**config.mk**
```make
export PLATFORM = sky130hd
export DESIGN_NAME = ula_arbitro
export DESIGN_NICKNAME = d
export VERILOG_FILES = /design/src/rtl/ula_pkg.sv /design/src/rtl/rr_arbitro.sv /design/src/rtl/ula.sv /design/src/rtl/ula_arbitro.sv
export SDC_FILE = /design/constraint.sdc
export NUM_CORES = 1
export LEC_CHECK = 0
export BUFFER_PORTS_ARGS = -buffer_cell sky130_fd_sc_hd__buf_2
export CORE_ASPECT_RATIO = 1.1
export CORE_MARGIN = 2
export CORE_UTILIZATION = 63
export DETAILED_ROUTE_END_ITERATION = 8
export GPL_ROUTABILITY_DRIVEN = 0
export GPL_TIMING_DRIVEN = 0
export PLACE_DENSITY_LB_ADDON = 0.12
export SYNTH_ARGS = -nofsm -noshare
export SYNTH_HDL_FRONTEND = slang
export SYNTH_SLANG_ARGS = --single-unit
export TNS_END_PERCENT = 30
```
**constraint.sdc**
```tcl
create_clock -name clk -period 25.2 [get_ports clk]
set_input_delay 5.04 -clock clk [delete_from_list [all_inputs] [get_ports clk]]
set_output_delay 5.04 -clock clk [all_outputs]
set_load 0.005 [all_outputs]
```
**src/rtl/ula_pkg.sv**
```systemverilog
// Shared definitions for the arbitrated 8-bit ALU: opcodes, FSM states and
// the divide-by-zero result value.
package ula_pkg;

  localparam logic [1:0] OP_SOMA = 2'b00;
  localparam logic [1:0] OP_SUB  = 2'b01;
  localparam logic [1:0] OP_MUL  = 2'b10;
  localparam logic [1:0] OP_DIV  = 2'b11;

  localparam logic [7:0] DIV0_RESULT = 8'hFF;

  typedef enum logic [1:0] {
    IDLE = 2'd0,
    EXEC = 2'd1,
    RESP = 2'd2
  } state_t;

  function automatic logic is_div0(input logic [1:0] op, input logic [7:0] b);
    return (op == OP_DIV) && (b == 8'd0);
  endfunction

endpackage

```
**src/rtl/rr_arbitro.sv**
```systemverilog
// Combinational round-robin picker: selects the first asserted request at or
// after rr_ptr, wrapping modulo NUM_REQ.
module rr_arbitro #(
  parameter int NUM_REQ = 4,
  parameter int ID_W    = $clog2(NUM_REQ)
) (
  input  logic [NUM_REQ-1:0] req,
  input  logic [ID_W-1:0]    rr_ptr,
  output logic [NUM_REQ-1:0] grant,
  output logic [ID_W-1:0]    grant_id,
  output logic               any
);

  logic [ID_W-1:0] idx;

  // Scan from the farthest offset down to rr_ptr so the nearest hit wins last
  always_comb begin
    grant    = '0;
    grant_id = '0;
    any      = 1'b0;
    idx      = '0;
    for (int k = NUM_REQ - 1; k >= 0; k--) begin
      idx = ID_W'((int'(rr_ptr) + k) % NUM_REQ);
      if (req[idx]) begin
        grant      = '0;
        grant[idx] = 1'b1;
        grant_id   = idx;
        any        = 1'b1;
      end
    end
  end

endmodule

```
**src/rtl/ula.sv**
```systemverilog
// Combinational 8-bit ALU: add, subtract, multiply and unsigned divide,
// every result truncated to 8 bits.
module ula
  import ula_pkg::*;
(
  input  logic [7:0] a,
  input  logic [7:0] b,
  input  logic [1:0] op,
  output logic [7:0] r
);

  always_comb begin
    r = '0;
    case (op)
      OP_SOMA: r = a + b;
      OP_SUB:  r = a - b;
      OP_MUL:  r = a * b;
      // Zero divisor yields 0 here; the caller substitutes its own marker value
      default: r = (b == 8'd0) ? 8'd0 : a / b;
    endcase
  end

endmodule

```
**src/rtl/ula_arbitro.sv**
```systemverilog
// Shares one ula among NUM_REQ valid/ready requesters with round-robin
// arbitration; results are returned registered, tagged with the owner's ID.
module ula_arbitro
  import ula_pkg::*;
#(
  parameter int NUM_REQ = 4,
  parameter int ID_W    = $clog2(NUM_REQ)
) (
  input  logic                 clk,
  input  logic                 rst_n,
  input  logic [NUM_REQ-1:0]   req_valid,
  input  logic [NUM_REQ*8-1:0] req_a,
  input  logic [NUM_REQ*8-1:0] req_b,
  input  logic [NUM_REQ*2-1:0] req_op,
  output logic [NUM_REQ-1:0]   req_ready,
  output logic                 res_valid,
  input  logic                 res_ready,
  output logic [7:0]           res_data,
  output logic [ID_W-1:0]      res_id,
  output logic                 res_div0,
  output logic                 busy,
  output logic [15:0]          op_count
);

  logic [7:0] a_arr  [NUM_REQ];
  logic [7:0] b_arr  [NUM_REQ];
  logic [1:0] op_arr [NUM_REQ];

  generate
    for (genvar gi = 0; gi < NUM_REQ; gi++) begin : g_unpack
      assign a_arr[gi]  = req_a[8*gi +: 8];
      assign b_arr[gi]  = req_b[8*gi +: 8];
      assign op_arr[gi] = req_op[2*gi +: 2];
    end
  endgenerate

  state_t          state_q, state_d;
  logic [ID_W-1:0] rr_ptr_q, rr_ptr_d;
  logic [7:0]      a_q, a_d, b_q, b_d;
  logic [1:0]      op_q, op_d;
  logic [ID_W-1:0] id_q, id_d;
  logic [7:0]      res_data_q, res_data_d;
  logic [ID_W-1:0] res_id_q, res_id_d;
  logic            res_div0_q, res_div0_d;
  logic            res_valid_q, res_valid_d;
  logic [15:0]     op_count_q, op_count_d;

  logic [NUM_REQ-1:0] grant;
  logic [ID_W-1:0]    grant_id;
  logic               grant_any;
  logic [7:0]         ula_r;

  rr_arbitro #(
    .NUM_REQ (NUM_REQ),
    .ID_W    (ID_W)
  ) u_rr_arbitro (
    .req      (req_valid),
    .rr_ptr   (rr_ptr_q),
    .grant    (grant),
    .grant_id (grant_id),
    .any      (grant_any)
  );

  ula u_ula (
    .a  (a_q),
    .b  (b_q),
    .op (op_q),
    .r  (ula_r)
  );

  always_comb begin
    state_d     = state_q;
    rr_ptr_d    = rr_ptr_q;
    a_d         = a_q;
    b_d         = b_q;
    op_d        = op_q;
    id_d        = id_q;
    res_data_d  = res_data_q;
    res_id_d    = res_id_q;
    res_div0_d  = res_div0_q;
    res_valid_d = res_valid_q;
    op_count_d  = op_count_q;
    req_ready   = '0;

    case (state_q)
      IDLE: begin
        req_ready = grant;
        if (grant_any) begin
          a_d     = a_arr[grant_id];
          b_d     = b_arr[grant_id];
          op_d    = op_arr[grant_id];
          id_d    = grant_id;
          state_d = EXEC;
        end
      end
      EXEC: begin
        res_div0_d  = is_div0(op_q, b_q);
        res_data_d  = is_div0(op_q, b_q) ? DIV0_RESULT : ula_r;
        res_id_d    = id_q;
        res_valid_d = 1'b1;
        state_d     = RESP;
      end
      RESP: begin
        if (res_ready) begin
          res_valid_d = 1'b0;
          if (op_count_q != 16'hFFFF) op_count_d = op_count_q + 16'd1;
          // Next search starts just past the requester that was served
          rr_ptr_d = (id_q == ID_W'(NUM_REQ - 1)) ? '0 : id_q + 1'b1;
          state_d  = IDLE;
        end
      end
      default: state_d = IDLE;
    endcase
  end

  always_ff @(posedge clk or negedge rst_n) begin
    if (!rst_n) begin
      state_q     <= IDLE;
      rr_ptr_q    <= '0;
      a_q         <= '0;
      b_q         <= '0;
      op_q        <= '0;
      id_q        <= '0;
      res_data_q  <= '0;
      res_id_q    <= '0;
      res_div0_q  <= 1'b0;
      res_valid_q <= 1'b0;
      op_count_q  <= '0;
    end else begin
      state_q     <= state_d;
      rr_ptr_q    <= rr_ptr_d;
      a_q         <= a_d;
      b_q         <= b_d;
      op_q        <= op_d;
      id_q        <= id_d;
      res_data_q  <= res_data_d;
      res_id_q    <= res_id_d;
      res_div0_q  <= res_div0_d;
      res_valid_q <= res_valid_d;
      op_count_q  <= op_count_d;
    end
  end

  assign res_valid = res_valid_q;
  assign res_data  = res_data_q;
  assign res_id    = res_id_q;
  assign res_div0  = res_div0_q;
  assign op_count  = op_count_q;
  assign busy      = (state_q != IDLE);

endmodule
```
Word level (Yosys, flattened, before mapping):

Cells that the tools add are included.

* div/mod/pow operators: 1
* $add $sub $neg: 7
* order comparisons: 9
* mux-type cells: 47
* reductions and logical operators: 15
* bitwise gates (word level): 1
* equal/unequal tests: 9
* $mul: 1

Operator list (number)
* $mux W8: 6
* $bmux W8 S2: 2
* $pmux W8 S3: 1
* $mux W4: 5
* $mux W2: 9
* $add A16 B1 Y16 const B: 1
* $ne A16 B16 Y1 const B: 1
* $mux W1: 13
* $lt A2 B3 Y1 const B: 4
* $add A8 B8 Y8: 1
* $bmux W1 S2: 4
* $demux W1 S2: 4
* $div A8 B8 Y8: 1
* $eq A2 B2 Y1 const B: 4
* $ge A2 B1 Y1 const B: 4
* $logic_not A8 Y1: 1
* $mul A8 B8 Y8: 1
* $reduce_and A2 Y1: 4
* $sub A8 B8 Y8: 1
* $pmux W2 S3: 1
* $logic_and A1 B1 Y1: 5
* $add A2 B1 Y2 const B: 2
* $add A2 B2 Y2 const B: 2
* $bmux W2 S2: 1
* 8 further kinds: 12

* bits in registers: 52

Logic depth before layout (Yosys ltp):

* word-level depth: 11
* mapped depth: 48
* gate-level depth less buffers: 48

Cells and area by module:

From an unflattened synthesis, not the netlist that was laid out.

* cells, all modules: 649
* area, all modules: 6113.4 um^2

By module, submodules not included
* ula: cells each 394, instances 1, area an instance 2935.3 um^2
* ula_arbitro: cells each 194, instances 1, area an instance 2668.8 um^2
* rr_arbitro: cells each 61, instances 1, area an instance 509.2 um^2

Least setup slack after synthesis:

Ideal clock, no wire load.

* path type: input-to-output
* start point: input req_valid[0]
* end point: output req_ready[2]
* stages on the path: 6
* required time: 20160 ps
* slack: 13510 ps
* arrival time: 6650 ps
* path buffers: 1
* cells stage by stage: clkbuf_1 -> mux4_2 -> a211oi_1 -> a221oi_1 -> a211o_1 -> a21oi_1

* longest elaborated chain between the ends: 7
* elaborated cells between the ends (all ways): 13

RTL lines
* from (decl): RTL line ula_arbitro.sv:11 `input logic [NUM_REQ-1:0] req_valid,`
* $bmux W1 S2: RTL line rr_arbitro.sv:24 `if (req[idx]) begin`
* $mux W1 (implied by the code): RTL line rr_arbitro.sv:24
* $mux W4 (3 in a row): RTL line rr_arbitro.sv:24
* $mux W4 (*): RTL line rr_arbitro.sv:24
* $mux W4 (*): RTL line ula_arbitro.sv:85 `case (state_q)`
* to (decl): RTL line ula_arbitro.sv:15 `output logic [NUM_REQ-1:0] req_ready,`

Mark *: on every way between the ends. The rest lies on a longest branch, timed or not. The select of a mux whose other input is x is not followed.

Final worst setup path:

* start point: input req_valid[0]
* end point: output req_ready[1]

The elaborated chain is that of the path after synthesis.

==> metrics.json <==
{
  "global_routing": {
    "globalRouteTotalUtil": 0.3151,
    "first_global_vias": 5913,
    "grt_max_degree": 53,
    "antenna_violations_before_repair": 0,
    "first_pass_grt_wire_length_um": 28030,
    "globalRouteOverflowTotal": 0
  },
  "clock_tree": {
    "resized_cells_post_cts": 0,
    "clock_tree.buffer_depth": 2,
    "cts_root_buf": "clkbuf_8",
    "clock_pin_slew_reported_for_the_worst_setup_and_hold_paths_after_clock_tree_synthesis_ns": 0.10,
    "cts_post_setup_buffers_inserted": 0,
    "htree_num_levels": 2,
    "tritoncts": "done",
    "clock_insertion_delay_worst_skew_ns": 0.32,
    "cts_hold_buffers": 0,
    "tritoncts_num_sinks": 52,
    "numCtsBuffers": 5
  },
  "place": {
    "dp_cell_count": 976,
    "dpl_cell_area_um2": 7126,
    "place.port_buffers": 110,
    "detailed_place_hpwl_um": 13560
  },
  "worst_setup_path": {
    "worst_setup_path_start_kind": "input pin",
    "critPathMaxFanout": 9,
    "crit_type": "input pin to primary output",
    "worst_setup_path_end_kind": "primary output",
    "critical_path_arrival_ns": 7.02,
    "cp_data_required_time_ns": 20.16
  },
  "routing": {
    "wl_met2_um": 8430,
    "drt.antenna.violating_nets": 0,
    "wl_met1_um": 7038,
    "drc": 0,
    "routed.top_layer": "met4",
    "wirelength_routed_um": 16840,
    "vias": 5983,
    "first_iter_violations": 339,
    "route.detailed.wl_per_inst_um": 17.12,
    "detail_route.first_pass.iterations": 5,
    "detail_route.vias_per_cell": 6.080,
    "met3RoutedLength_um": 873
  },
  "timing": {
    "number_of_pins_exceeding_their_max_slew_limit_in_the_final_report": 0,
    "worst_hold_slack_ns": 0.4776,
    "fin_tns_setup_ns": 0,
    "timing.fmax_mhz": 82.94,
    "final_min_period_over_clock_period": 0.4784,
    "worst_slew_margin_rel": 0.2299,
    "worstMarginPinSlew_ns": 1.155,
    "clock_skew_ns": 0.01298,
    "rsz0062_at_grt": "no",
    "hold_violations": 0,
    "time_the_final_worst_path_needs_with_i_o_delays_and_setup_ns": 12.06,
    "setup_viol": 0
  },
  "synthesis": {
    "synth_cells": 746,
    "ys_warn_count": 0,
    "post_synthesis_instance_area_um2": 6425,
    "synth_async_sr_flop_share": 1.000,
    "syn_area_per_cell_um2": 8.612,
    "synthesis.nets": 912,
    "postSynthRegisterBits": 52,
    "synth_edf_count": 0,
    "ys_types": 67,
    "ys_flop_type": "dfrtp_1",
    "synth-seq-area-share": 0.2025
  },
  "worst_hold_path": {
    "hold_class": "flop to flop"
  },
  "floorplan": {
    "die-width_um": 100.3,
    "placeableCoreArea_um2": 9889,
    "io-pin-count": 112,
    "row_count": 38,
    "die_h_um": 109.9,
    "fp.dieArea_um2": 11020,
    "floorplan.initialDensity": 0.6497
  },
  "finish": {
    "design.final.nets": 1029,
    "fill_cells": 805,
    "fin_cells": 984,
    "postLayoutCellArea_um2": 7219,
    "flow.area_growth_from_synthesis_pct": 12.37,
    "drive_above_1_share": 0.2118,
    "insertedDiodeCount": 0
  },
  "outcome": {
    "run_status": "finished clean"
  },
  "flow_run": {
    "timing.max_cap.violations": 0
  }
}
cells by family (layout without fill, tap and decap cells):
group / after synthesis / after routing / synth area share
adder cells (fa/ha/maj): 87 / 87 / 0.1846
AO/OA/AOI/OAI: 190 / 190 / 0.2130
multiplexers: 40 / 40 / 0.08452
AND/OR/NAND/NOR: 240 / 240 / 0.1842
buffers and inverters: 84 / 202 / 0.05881
flip-flops: 52 / 52 / 0.2025
XOR/XNOR: 53 / 53 / 0.07225
cell type report:
type / count / area (um2) / share of cell area
buffer: 35 / 193.9 / 0.02686
clock buffer: 5 / 68.82 / 0.009532
clock inverter: 3 / 25.02 / 0.003466
inverter: 49 / 183.9 / 0.02548
multi-input combinational: 610 / 4746 / 0.6574
sequential: 52 / 1301 / 0.1802
tap: 120 / 150.1 / 0.02080
timing repair buffer: 110 / 550.5 / 0.07626
per-layer routing:
layer,global-route usage,vias up
met4,0.1262,0
met3,0.02606,42
met5,0,-
li1,-,2903
met1,0.3932,2816
met2,0.5638,222
worst max-delay path, stage by stage:
cell	delay (ns)
clkbuf_1	0.17
mux4_2	0.61
a211oi_1	0.47
a221oi_1	0.18
a211o_1	0.27
a21oi_1	0.13
buf_2	0.14
through the flow:
step | setup WS [ns] | util
5_1_grt | 12.89 | 0.7300
3_5_place_dp | 13.18 | 0.7205
3_3_place_gp | 13.22 | 0.7205
2_1_floorplan | 13.51 | -
6_report | 13.14 | 0.7300
4_1_cts | 13.17 | 0.7300
registers in the layout (all words and copies together) (netlist names):
signal,cells
rr_ptr_q,2
a_q,8
b_q,8
op_q,2
res_valid,1
res_id,2
id_q,2
state_q,2
op_count,16
res_data,8
res_div0,1
cells in the final DEF, fill, tap and decap left out, drive strengths merged, types with 9 or more instances in the layout:
cell type / n
o21a: 15
fa: 13
nand2b: 10
nand3: 14
inv: 51
xor2: 12
clkbuf: 26
ha: 74
o21ai: 26
xnor2: 41
a21o: 12
nand2: 52
mux2: 30
a221o: 17
and2: 12
nor2: 68
nor3: 32
nor2b: 26
dfrtp: 52
a211oi: 21
a21oi: 51
buf: 124
a31oi: 9
path summary, 6_finish.rpt:
kind / startpoint / end / slack, ns / depth (start not counted)
setup / recovery: req_valid[0] / req_ready[1] / 13.14 / 7
hold / removal: res_id[0]$_DFFE_PN0P_ / res_id[0]$_DFFE_PN0P_ / 0.48 / 2
setup reg to reg: b_q[0]$_DFFE_PN0P_ / res_data[0]$_DFFE_PN0P_ / 13.54 / 43
hold reg to reg: res_id[0]$_DFFE_PN0P_ / res_id[0]$_DFFE_PN0P_ / 0.48 / 2
max in group asynchronous: rst_n / id_q[0]$_DFFE_PN0P_ / 19.55 / 1
min in group asynchronous: rst_n / b_q[7]$_DFFE_PN0P_ / 4.94 / 1
Yosys cell counts, types with 17 or more instances:
cell | number | share of area
nor2b_1 | 26 | 0.025
nor2_1 | 68 | 0.040
a221o_1 | 17 | 0.026
nor3_1 | 31 | 0.024
a211oi_1 | 21 | 0.025
inv_1 | 49 | 0.029
xnor2_1 | 41 | 0.056
ha_1 | 74 | 0.14
mux2_4 | 18 | 0.042
clkbuf_1 | 21 | 0.012
nand2_1 | 52 | 0.030
o21ai_0 | 26 | 0.020
a21oi_1 | 49 | 0.038
dfrtp_1 | 52 | 0.20
Power is left out: the tool's default activity adds up to more than one toggle a clock period on the data nets, which glitch-free logic cannot reach.
